<file path="src/rtl/serial_deserializer.sv">
// rtl/serial_deserializer.sv - serial-to-parallel word receiver with a one-deep valid/ready output buffer
// Optional parity bit after each word: define PARITY_CHECK_EN.
module serial_deserializer #(
   parameter int WIDTH  = 4,
   parameter int PARITY = 0
) (
   input  logic             CLK,
   input  logic             CLEAR_N,
   input  logic             s_valid,
   input  logic             s_start,
   input  logic             s_in,
   input  logic             s_dir,
   output logic [WIDTH-1:0] p_output,
   output logic             p_valid,
   input  logic             p_ready,
   output logic             busy,
   output logic             overrun,
   input  logic             err_clr,
   output logic             parity_err
);

   localparam int CW = $clog2(WIDTH + 1);

   typedef enum logic [1:0] {IDLE, SHIFT, PAR} state_t;

   state_t           r_state;
   logic [CW-1:0]    r_cnt;
   logic [WIDTH-1:0] r_sh;
   logic             r_dir;
   logic [WIDTH-1:0] r_out;
   logic             r_valid;
   logic             r_busy;
   logic             r_overrun;
   logic             r_perr;

   logic [WIDTH-1:0] w_first;
   logic [WIDTH-1:0] w_shifted;
   logic             w_last;
   logic             w_done;
   logic [WIDTH-1:0] w_word;
   logic             w_perr;
   logic             w_can_load;

   assign w_first   = s_dir ? {s_in, {(WIDTH-1){1'b0}}} : {{(WIDTH-1){1'b0}}, s_in};
   assign w_shifted = r_dir ? {s_in, r_sh[WIDTH-1:1]} : {r_sh[WIDTH-2:0], s_in};
   assign w_last    = (r_state == SHIFT) && (r_cnt == CW'(WIDTH - 1));

`ifdef PARITY_CHECK_EN
   assign w_done = s_valid & ~s_start & (r_state == PAR);
   assign w_word = r_sh;
   assign w_perr = (^{r_sh, s_in}) != 1'(PARITY);
`else
   // The completing bit is folded in combinationally so the buffer loads on the same edge.
   assign w_done = s_valid & ~s_start & w_last;
   assign w_word = w_shifted;
   assign w_perr = 1'b0;
   logic w_unused_parity;
   assign w_unused_parity = (PARITY != 0);
`endif

   assign w_can_load = ~r_valid | p_ready;

   always_ff @(posedge CLK or negedge CLEAR_N) begin
      if (!CLEAR_N) begin
         r_state   <= IDLE;
         r_cnt     <= '0;
         r_sh      <= '0;
         r_dir     <= 1'b0;
         r_out     <= '0;
         r_valid   <= 1'b0;
         r_busy    <= 1'b0;
         r_overrun <= 1'b0;
         r_perr    <= 1'b0;
      end else begin
         if (s_valid) begin
            if (s_start) begin
               r_state <= SHIFT;
               r_busy  <= 1'b1;
               r_cnt   <= CW'(1);
               r_sh    <= w_first;
               r_dir   <= s_dir;
            end else begin
               case (r_state)
                  SHIFT: begin
                     r_sh  <= w_shifted;
                     r_cnt <= r_cnt + 1'b1;
                     if (w_last) begin
`ifdef PARITY_CHECK_EN
                        r_state <= PAR;
`else
                        r_state <= IDLE;
                        r_busy  <= 1'b0;
                        r_cnt   <= '0;
`endif
                     end
                  end
                  PAR: begin
                     r_state <= IDLE;
                     r_busy  <= 1'b0;
                     r_cnt   <= '0;
                  end
                  default: ;
               endcase
            end
         end

         if (err_clr) begin
            r_overrun <= 1'b0;
            r_perr    <= 1'b0;
         end
         // A dropped word must set overrun even when err_clr is asserted in the same cycle.
         if (w_done) begin
            if (w_can_load) begin
               r_out   <= w_word;
               r_valid <= 1'b1;
               r_perr  <= w_perr;
            end else begin
               r_overrun <= 1'b1;
            end
         end else if (r_valid && p_ready) begin
            r_valid <= 1'b0;
         end
      end
   end

   assign p_output   = r_out;
   assign p_valid    = r_valid;
   assign busy       = r_busy;
   assign overrun    = r_overrun;
   assign parity_err = r_perr;

endmodule
</file>
<file path="config.mk">
export PLATFORM = sky130hd
export DESIGN_NAME = serial_deserializer
export DESIGN_NICKNAME = d
export VERILOG_FILES = /design/src/rtl/serial_deserializer.sv
export SDC_FILE = /design/constraint.sdc
export NUM_CORES = 1
export LEC_CHECK = 0
export ABC_AREA = 1
export CORE_MARGIN = 8
export CORE_UTILIZATION = 51
export DETAILED_ROUTE_END_ITERATION = 12
export GPL_TIMING_DRIVEN = 0
export HOLD_SLACK_MARGIN = 0.05
export PLACE_DENSITY = 0.8
export SETUP_SLACK_MARGIN = 0.05
export SLEW_MARGIN = 10
export SYNTH_ARGS = -nofsm -noshare
export SYNTH_HDL_FRONTEND = slang
export SYNTH_SLANG_ARGS = --single-unit
</file>
<file path="constraint.sdc">
create_clock -name CLK -period 2.1 [get_ports CLK]
set_input_delay 0.42 -clock CLK [delete_from_list [all_inputs] [get_ports CLK]]
set_output_delay 0.42 -clock CLK [all_outputs]
set_load 0.05 [all_outputs]
</file>
==> impl_table.tex <==
\begin{tabular}{lr}
\hline
Metric & Value \\
\hline
\multicolumn{2}{l}{\textbf{Synth}} \\
Synthesis-stage register bit count & 16 \\
Leading post-synthesis cells by cell area & sky130\_fd\_sc\_hd\_\_dfrtp\_1 (53\%), sky130\_fd\_sc\_hd\_\_nand2\_1 (16\%), sky130\_fd\_sc\_hd\_\_inv\_1 (7.0\%) \\
Post-synthesis cell type with the largest combined area & sky130\_fd\_sc\_hd\_\_dfrtp\_1 \\
Cell types with the highest counts after synthesis & sky130\_fd\_sc\_hd\_\_nand2\_1 (33), sky130\_fd\_sc\_hd\_\_dfrtp\_1 (16), sky130\_fd\_sc\_hd\_\_inv\_1 (14), sky130\_fd\_sc\_hd\_\_o21ai\_0 (9), sky130\_fd\_sc\_hd\_\_nand3\_1 (8) \\
Most frequent cell after synthesis & sky130\_fd\_sc\_hd\_\_nand2\_1 \\
Number of enable flip-flop cells after synthesis & 0 \\
Post-synthesis average cell area & 8.026 µm² \\
Combined area of all synthesized cells & 754.5 µm² \\
Number of distinct library cell variants in the gate-level netlist after synthesis & 15 \\
Syn nets & 103 \\
Predominant post-synthesis flop cell & sky130\_fd\_sc\_hd\_\_dfrtp\_1 \\
Post-Syn Instances & 94 \\
Total of warnings raised by yosys & 0 \\
Area share of the largest cell type after synthesis & 53.07\% \\
Share of the yosys chip area belonging to registers & 53.07\% \\
Share of flip-flops with an asynchronous set or reset & 100.0\% \\
\multicolumn{2}{l}{\textbf{Clock network}} \\
Number of clock buffers inserted by TritonCTS & 3 \\
Postcts setup bufs & 0 \\
Number of buffers between clock root and the deepest sink & 2 \\
CTS resizes & 0 \\
Clock latency on the worst-skew pair & 0.28 ns \\
Num Clock Sinks & 16 \\
Reg clk slew, reported paths & $\sim$0.080 ns \\
CTS root buf & sky130\_fd\_sc\_hd\_\_clkbuf\_4 \\
Hold-fix buffers at CTS & 0 \\
Maximum level of the CTS H-tree & 1 \\
CTS tree & built \\
\multicolumn{2}{l}{\textbf{Floorplan}} \\
Placeable core region & around 1500 µm² \\
Count of boundary I/O pins & 16 \\
Initial Util & 51.89\% \\
Total die area & 2966 µm² \\
DIE WIDTH & 54.46 µm \\
Vertical die dimension & about 54 µm \\
Number of core rows & 14 \\
\multicolumn{2}{l}{\textbf{Critical path}} \\
Launch point of the worst path & busy \\
Stage delay of the slowest cell on the critical path & 0.83 ns \\
Critical path launch point type & flop \\
Total buffers and inverters traversed by the critical path & 1 \\
Critical path, cell by cell & clkdlybuf4s50\_1 \\
Setup slack, reg-to-reg & 0.97 ns \\
Cell family with most CP delay & buffers and inverters \\
Required arrival time at the worst endpoint & 1.68 ns \\
Cell at the slowest stage of the critical path & sky130\_fd\_sc\_hd\_\_clkdlybuf4s50\_1 \\
Worst Path Arrival & roughly 1.5 ns \\
Source of the worst register-to-register timing path & r\_cnt[1] \\
Biggest fanout along the worst timing path & 4 \\
Class of the most critical setup path & flop to output pin \\
CP endpoint kind & output pin \\
\multicolumn{2}{l}{\textbf{STA}} \\
Minimum period implied by the final worst setup slack & 1.921 ns \\
Count of endpoints failing hold in the final timing report & 0 \\
Final-layout setup total negative slack & 0 ns \\
Number of endpoints failing setup at the final stage & 0 \\
Period utilization & about nine tenths \\
Remaining max-slew budget at the tightest pin & 52.36\% \\
Max-slew violation total from the final report & 0 \\
Unrepaired setup endpoints after global routing & false \\
Slew at the pin with the worst max-slew slack & 0.7124 ns \\
Maximum clock frequency & 520.6 MHz \\
Clock Skews & 0.008658 ns \\
\multicolumn{2}{l}{\textbf{Finish}} \\
Number of nets at the end of the flow & 123 \\
Core Util, Final & around 65\% \\
Antenna cell count & 0 \\
Layout overhead on the synthesized area & 25.54\% \\
FILL cells & 131 \\
Layout cells sized above 1 & 8.036\% \\
\multicolumn{2}{l}{\textbf{Worst hold path}} \\
Path category of the worst min-delay check & flop to flop \\
Beginning of the worst hold path & p\_output[3] \\
\multicolumn{2}{l}{\textbf{Detailed routing}} \\
Average routed wire per standard cell & 11.49 µm \\
DRC violation count after routing & 0 \\
Initial drt markers & 20 \\
Mean number of vias per cell & 4.969 \\
DRT Wirelength & around 1500 µm \\
Detail Route Antenna Nets & 0 \\
Vias post-DR & $\sim$640 \\
Detailed-router iteration count before antenna repair & 4 \\
\multicolumn{2}{l}{\textbf{Power}} \\
Worst IR Drop VDD & 0.5232 mV \\
Leak Pwr & 0.4738 nW \\
PD cells & 1076 nW/µm² \\
\multicolumn{2}{l}{\textbf{Status}} \\
Run status & finished clean \\
\multicolumn{2}{l}{\textbf{GRT}} \\
Initial antenna violation count & 0 \\
Pin count of the biggest net entering global routing & 17 \\
Routing usage on met1 & roughly 14\% \\
Number of global-route vias before repair & between 500 and 600 \\
Total overflow reported by the global router & 0 \\
Overall Global Routing Usage & 11.31\% \\
Global-route wire length before repair & 2497 µm \\
Busiest layer in global routing & met2 \\
Global-route met2 utilization & 17.94\% \\
Met3 capacity usage during global routing & 3.261\% \\
\multicolumn{2}{l}{\textbf{Place}} \\
IO Port Bufs & 15 \\
GPL Wtd Cong & 0.7582 \\
Dpl hpwl & $\sim$1100 µm \\
\multicolumn{2}{l}{\textbf{Job}} \\
Reported max-cap violation count & 0 \\
\hline
\end{tabular}
final timing paths:
check	end	cells past startpoint
min in group asynchronous	r_sh[0]	1
worst max register to register	p_output[0]	6
worst min-delay path	p_output[3]	2
worst min register to register	p_output[3]	2
worst max-delay path	busy	1
max in group asynchronous	r_cnt[2]	1
report_power, final:
| group | internal (W) | leakage (nW) | switching (W) |
|---|---|---|---|
| clock network | 0.0000665 | 0.0138 | 0.0000900 |
| registers | 0.000381 | 0.210 | 0.0000425 |
| logic | 0.000144 | 0.250 | 0.000295 |
| total | 0.000592 | 0.474 | 0.000427 |
metal layers:
metal	up-vias	share of wire, %
met4	0	1.2
met2	20	44
met3	4	8.2
met5	-	0
li1	334	-
met1	278	47
state kept, by name (all words and copies together), names as in the netlist:
register	count
parity_err	1
overrun	1
r_dir	1
r_cnt	3
r_sh	4
busy	1
p_output	4
p_valid	1
cell type report:
class,count,area [µm²],share of cell area [%]
well taps,16,20.02,2.114
multi-input cells,63,296.5,31.31
clock buffers,3,22.52,2.378
plain buffers,1,5.005,0.5284
repair buffers,15,150.1,15.85
inverters,14,52.55,5.548
flip-flops and latches,16,400.4,42.27
cells in the final DEF (no fill, tap or decap):
cell type,netlist,layout
sky130_fd_sc_hd__nand4_1,1,1
sky130_fd_sc_hd__a21oi_1,2,2
sky130_fd_sc_hd__o21ai_0,9,9
sky130_fd_sc_hd__nor2_4,1,1
sky130_fd_sc_hd__ha_1,1,1
sky130_fd_sc_hd__nand2_2,2,2
sky130_fd_sc_hd__inv_1,14,14
sky130_fd_sc_hd__dfrtp_1,16,16
sky130_fd_sc_hd__nor2_2,1,1
sky130_fd_sc_hd__o211ai_1,1,1
sky130_fd_sc_hd__clkbuf_4,0,3
sky130_fd_sc_hd__clkdlybuf4s50_1,0,15
sky130_fd_sc_hd__nand3_1,8,8
sky130_fd_sc_hd__nor2_1,3,3
sky130_fd_sc_hd__nand3_2,1,1
sky130_fd_sc_hd__buf_2,1,1
sky130_fd_sc_hd__nand2_1,33,33
per-stage QoR:
step	power, W	area, µm²	cells	hold slack [ns]	worst slack, ns
floorplan	0.0007241	754.5	94	0.1244	0.8070
global placement	0.0008622	924.6	125	0.4653	0.4418
detailed placement	0.0008690	924.6	125	0.4688	0.4468
CTS	0.001024	947.2	128	0.4911	0.1678
global route	0.001083	947.2	128	0.5152	0.1338
finish	0.001019	947.2	128	0.4866	0.1792
worst register-to-register path, cell delays in order (launching register included):
cell and delay [ns]:
sky130_fd_sc_hd__dfrtp_1 0.36, sky130_fd_sc_hd__ha_1 0.17, sky130_fd_sc_hd__inv_1 0.07, sky130_fd_sc_hd__nor2_1 0.15, sky130_fd_sc_hd__nand3_2 0.14, sky130_fd_sc_hd__nand2_1 0.09
sky130_fd_sc_hd__nand2_1 0.05
kinds of logic (layout without fill, tap and decap cells):
group / count (synthesis) / count (layout) / share of synthesized area (%)
AOI/OAI and AO/OA: 12 / 12 / 8.292
buffers and inverters: 15 / 33 / 7.628
adders and majority gates: 1 / 1 / 1.658
DFF: 16 / 16 / 53.07
and+or+nand+nor: 50 / 50 / 29.35
No activity file was read; power rests on OpenSTA's default activity.
==> RTL change 1 (same flow settings) <==
Change the parameter `WIDTH` from 4 to 8.
--- a/src/rtl/serial_deserializer.sv
+++ b/src/rtl/serial_deserializer.sv
@@ -1,7 +1,7 @@
 // rtl/serial_deserializer.sv - serial-to-parallel word receiver with a one-deep valid/ready output buffer
 // Optional parity bit after each word: define PARITY_CHECK_EN.
 module serial_deserializer #(
-   parameter int WIDTH  = 4,
+   parameter int WIDTH  = 8,
    parameter int PARITY = 0
 ) (
    input  logic             CLK,
Ports: changed (resized p_output); port bits go from 16 to 20. No check against the original RTL was run, so the function may have changed too.
==> RTL change 1 against the unedited design <==
Die area grew 42%; critical path depth is the same; sequential power grew 28%; routed wire length grew 66%; worst setup slack lost 0.0087 ns; utilization grew 0.57 points; clock skew shrank 0.0039 ns; power shrank 5.6%; sequential cell count grew 9; synthesized area grew 61%; register-to-register slack lost 0.21 ns; count of clock-buffer cells in the layout is the same; cell area grew 55%.
==> RTL change 1: results (changes against the unedited design) <==
| Metric | Value |
|---|---|
| Nets | 185 (was 123) |
| Post-Syn Instances | 152 (was 94) |
| Fill cells | 197 (was 131) |
| Clk_lat worst skew | 0.31 ns (was 0.28 ns) |
| Slowest CP cell | clkdlybuf4s50_1 (unchanged) |
| DR iter-0 viols | 60 (was 20) |
| PortBufs | 19 (was 15) |
| Post-synth top cells | 53 x nand2_1, 25 x dfrtp_1, 18 x inv_1, 18 x nand3_1, 12 x o21ai_0 (was 33 x nand2_1, 16 x dfrtp_1, 14 x inv_1, 9 x o21ai_0, 8 x nand3_1) |
| Routed wl met3 | 186 microns (was 120 microns) |
| Gr usage total | 0.124 (was 0.113) |
| Post-synthesis sequential area ratio | 0.514 (was 0.531) |
| Avg Vias per Cell | 5.19 (was 4.97) |
| Dpl hpwl | 1.84 mm (was 1.14 mm) |
| Setup WS pre-CTS | 0.295 ns (was 0.447 ns) |
| Status | completed (unchanged) |
| Static Leak | 0.720 nW (was 0.474 nW) |
| WL met2 | 1.13 mm (was 645 microns) |
| Hold crit path type | in -> async (was reg -> reg) |
| Worst IR drop on VDD | 0.367 mV (was 0.523 mV) |
| Pin count of the biggest net entering global routing | 26 (was 17) |
| Vias | 1054 (was 636) |
| Placed Area | 1440 sq um (was 925 sq um) |
| Wire length per cell | 12.0 microns (was 11.5 microns) |
| Clk_skew | 0.00480 ns (was 0.00866 ns) |
| Top FF cell, synth | dfrtp_1 (unchanged) |
| WL met1 | 1.09 mm (was 687 microns) |
| Slew headroom | 0.630 (was 0.524) |
| Placer Congestion | 0.760 (was 0.758) |
| Syn Nets | 161 (was 103) |
| First-pass GRT wire length | 4.31 mm (was 2.50 mm) |
| Worst-path fanout max | 2 (was 4) |
| Clock slew at reported path FFs | 0.14 ns (was 0.08 ns) |
| Share of layout cells above drive strength 1 | 0.0971 (was 0.0804) |
[RTL change 1: cell count changes in the layout (fill, tap and decap cells not counted), moves of 3 or more]
cell | before | now
inv_1 | 14 | 18
nand2_1 | 33 | 53
nand3_1 | 8 | 18
dfrtp_1 | 16 | 25
o21ai_1 | 0 | 6
o21ai_0 | 9 | 12
[RTL change 1: cell families after synthesis]
family	Yosys count	synth area share
compound gates	21	0.0925
simple gates	83	0.310
buf+inv	22	0.0730
flops	25	0.514
fa+ha+maj	1	0.0103
[RTL change 1: worst paths after layout]
path                          endpoint  slack [ns]  cells after the start   startpoint
max in group asynchronous      r_sh[2]        1.66                      1      CLEAR_N
setup / recovery           p_output[5]        0.17                      1  p_output[5]
min in group CLK           p_output[4]        0.50                      2  p_output[4]
hold reg to reg            p_output[4]        0.50                      2  p_output[4]
hold / removal             p_output[4]        0.08                      1      CLEAR_N
setup reg to reg           p_output[5]        0.76                      6     r_cnt[0]
[RTL change 1: per-layer routing]
layer / track usage / vias up
met4: 0.0409 / 0
met1: 0.153 / 485
met5: 0 / -
li1: - / 531
met3: 0.0378 / 4
met2: 0.202 / 34
[RTL change 1: cell type report]
class	count	area, sq um	area share
clock buffer	3	22.5	0.0153
clock inverter	1	5.00	0.00341
buffer	4	21.3	0.0145
sequential	25	626	0.426
timing repair buffer	19	188	0.128
multi-input combinational	105	503	0.343
tap	28	35.0	0.0239
inverter	18	67.6	0.0460
[RTL change 1: power by group]
part	internal, mW	switching (mW)
Clock	0.0711	0.140
Combinational	0.0734	0.135
Sequential	0.516	0.0260
Total	0.661	0.301
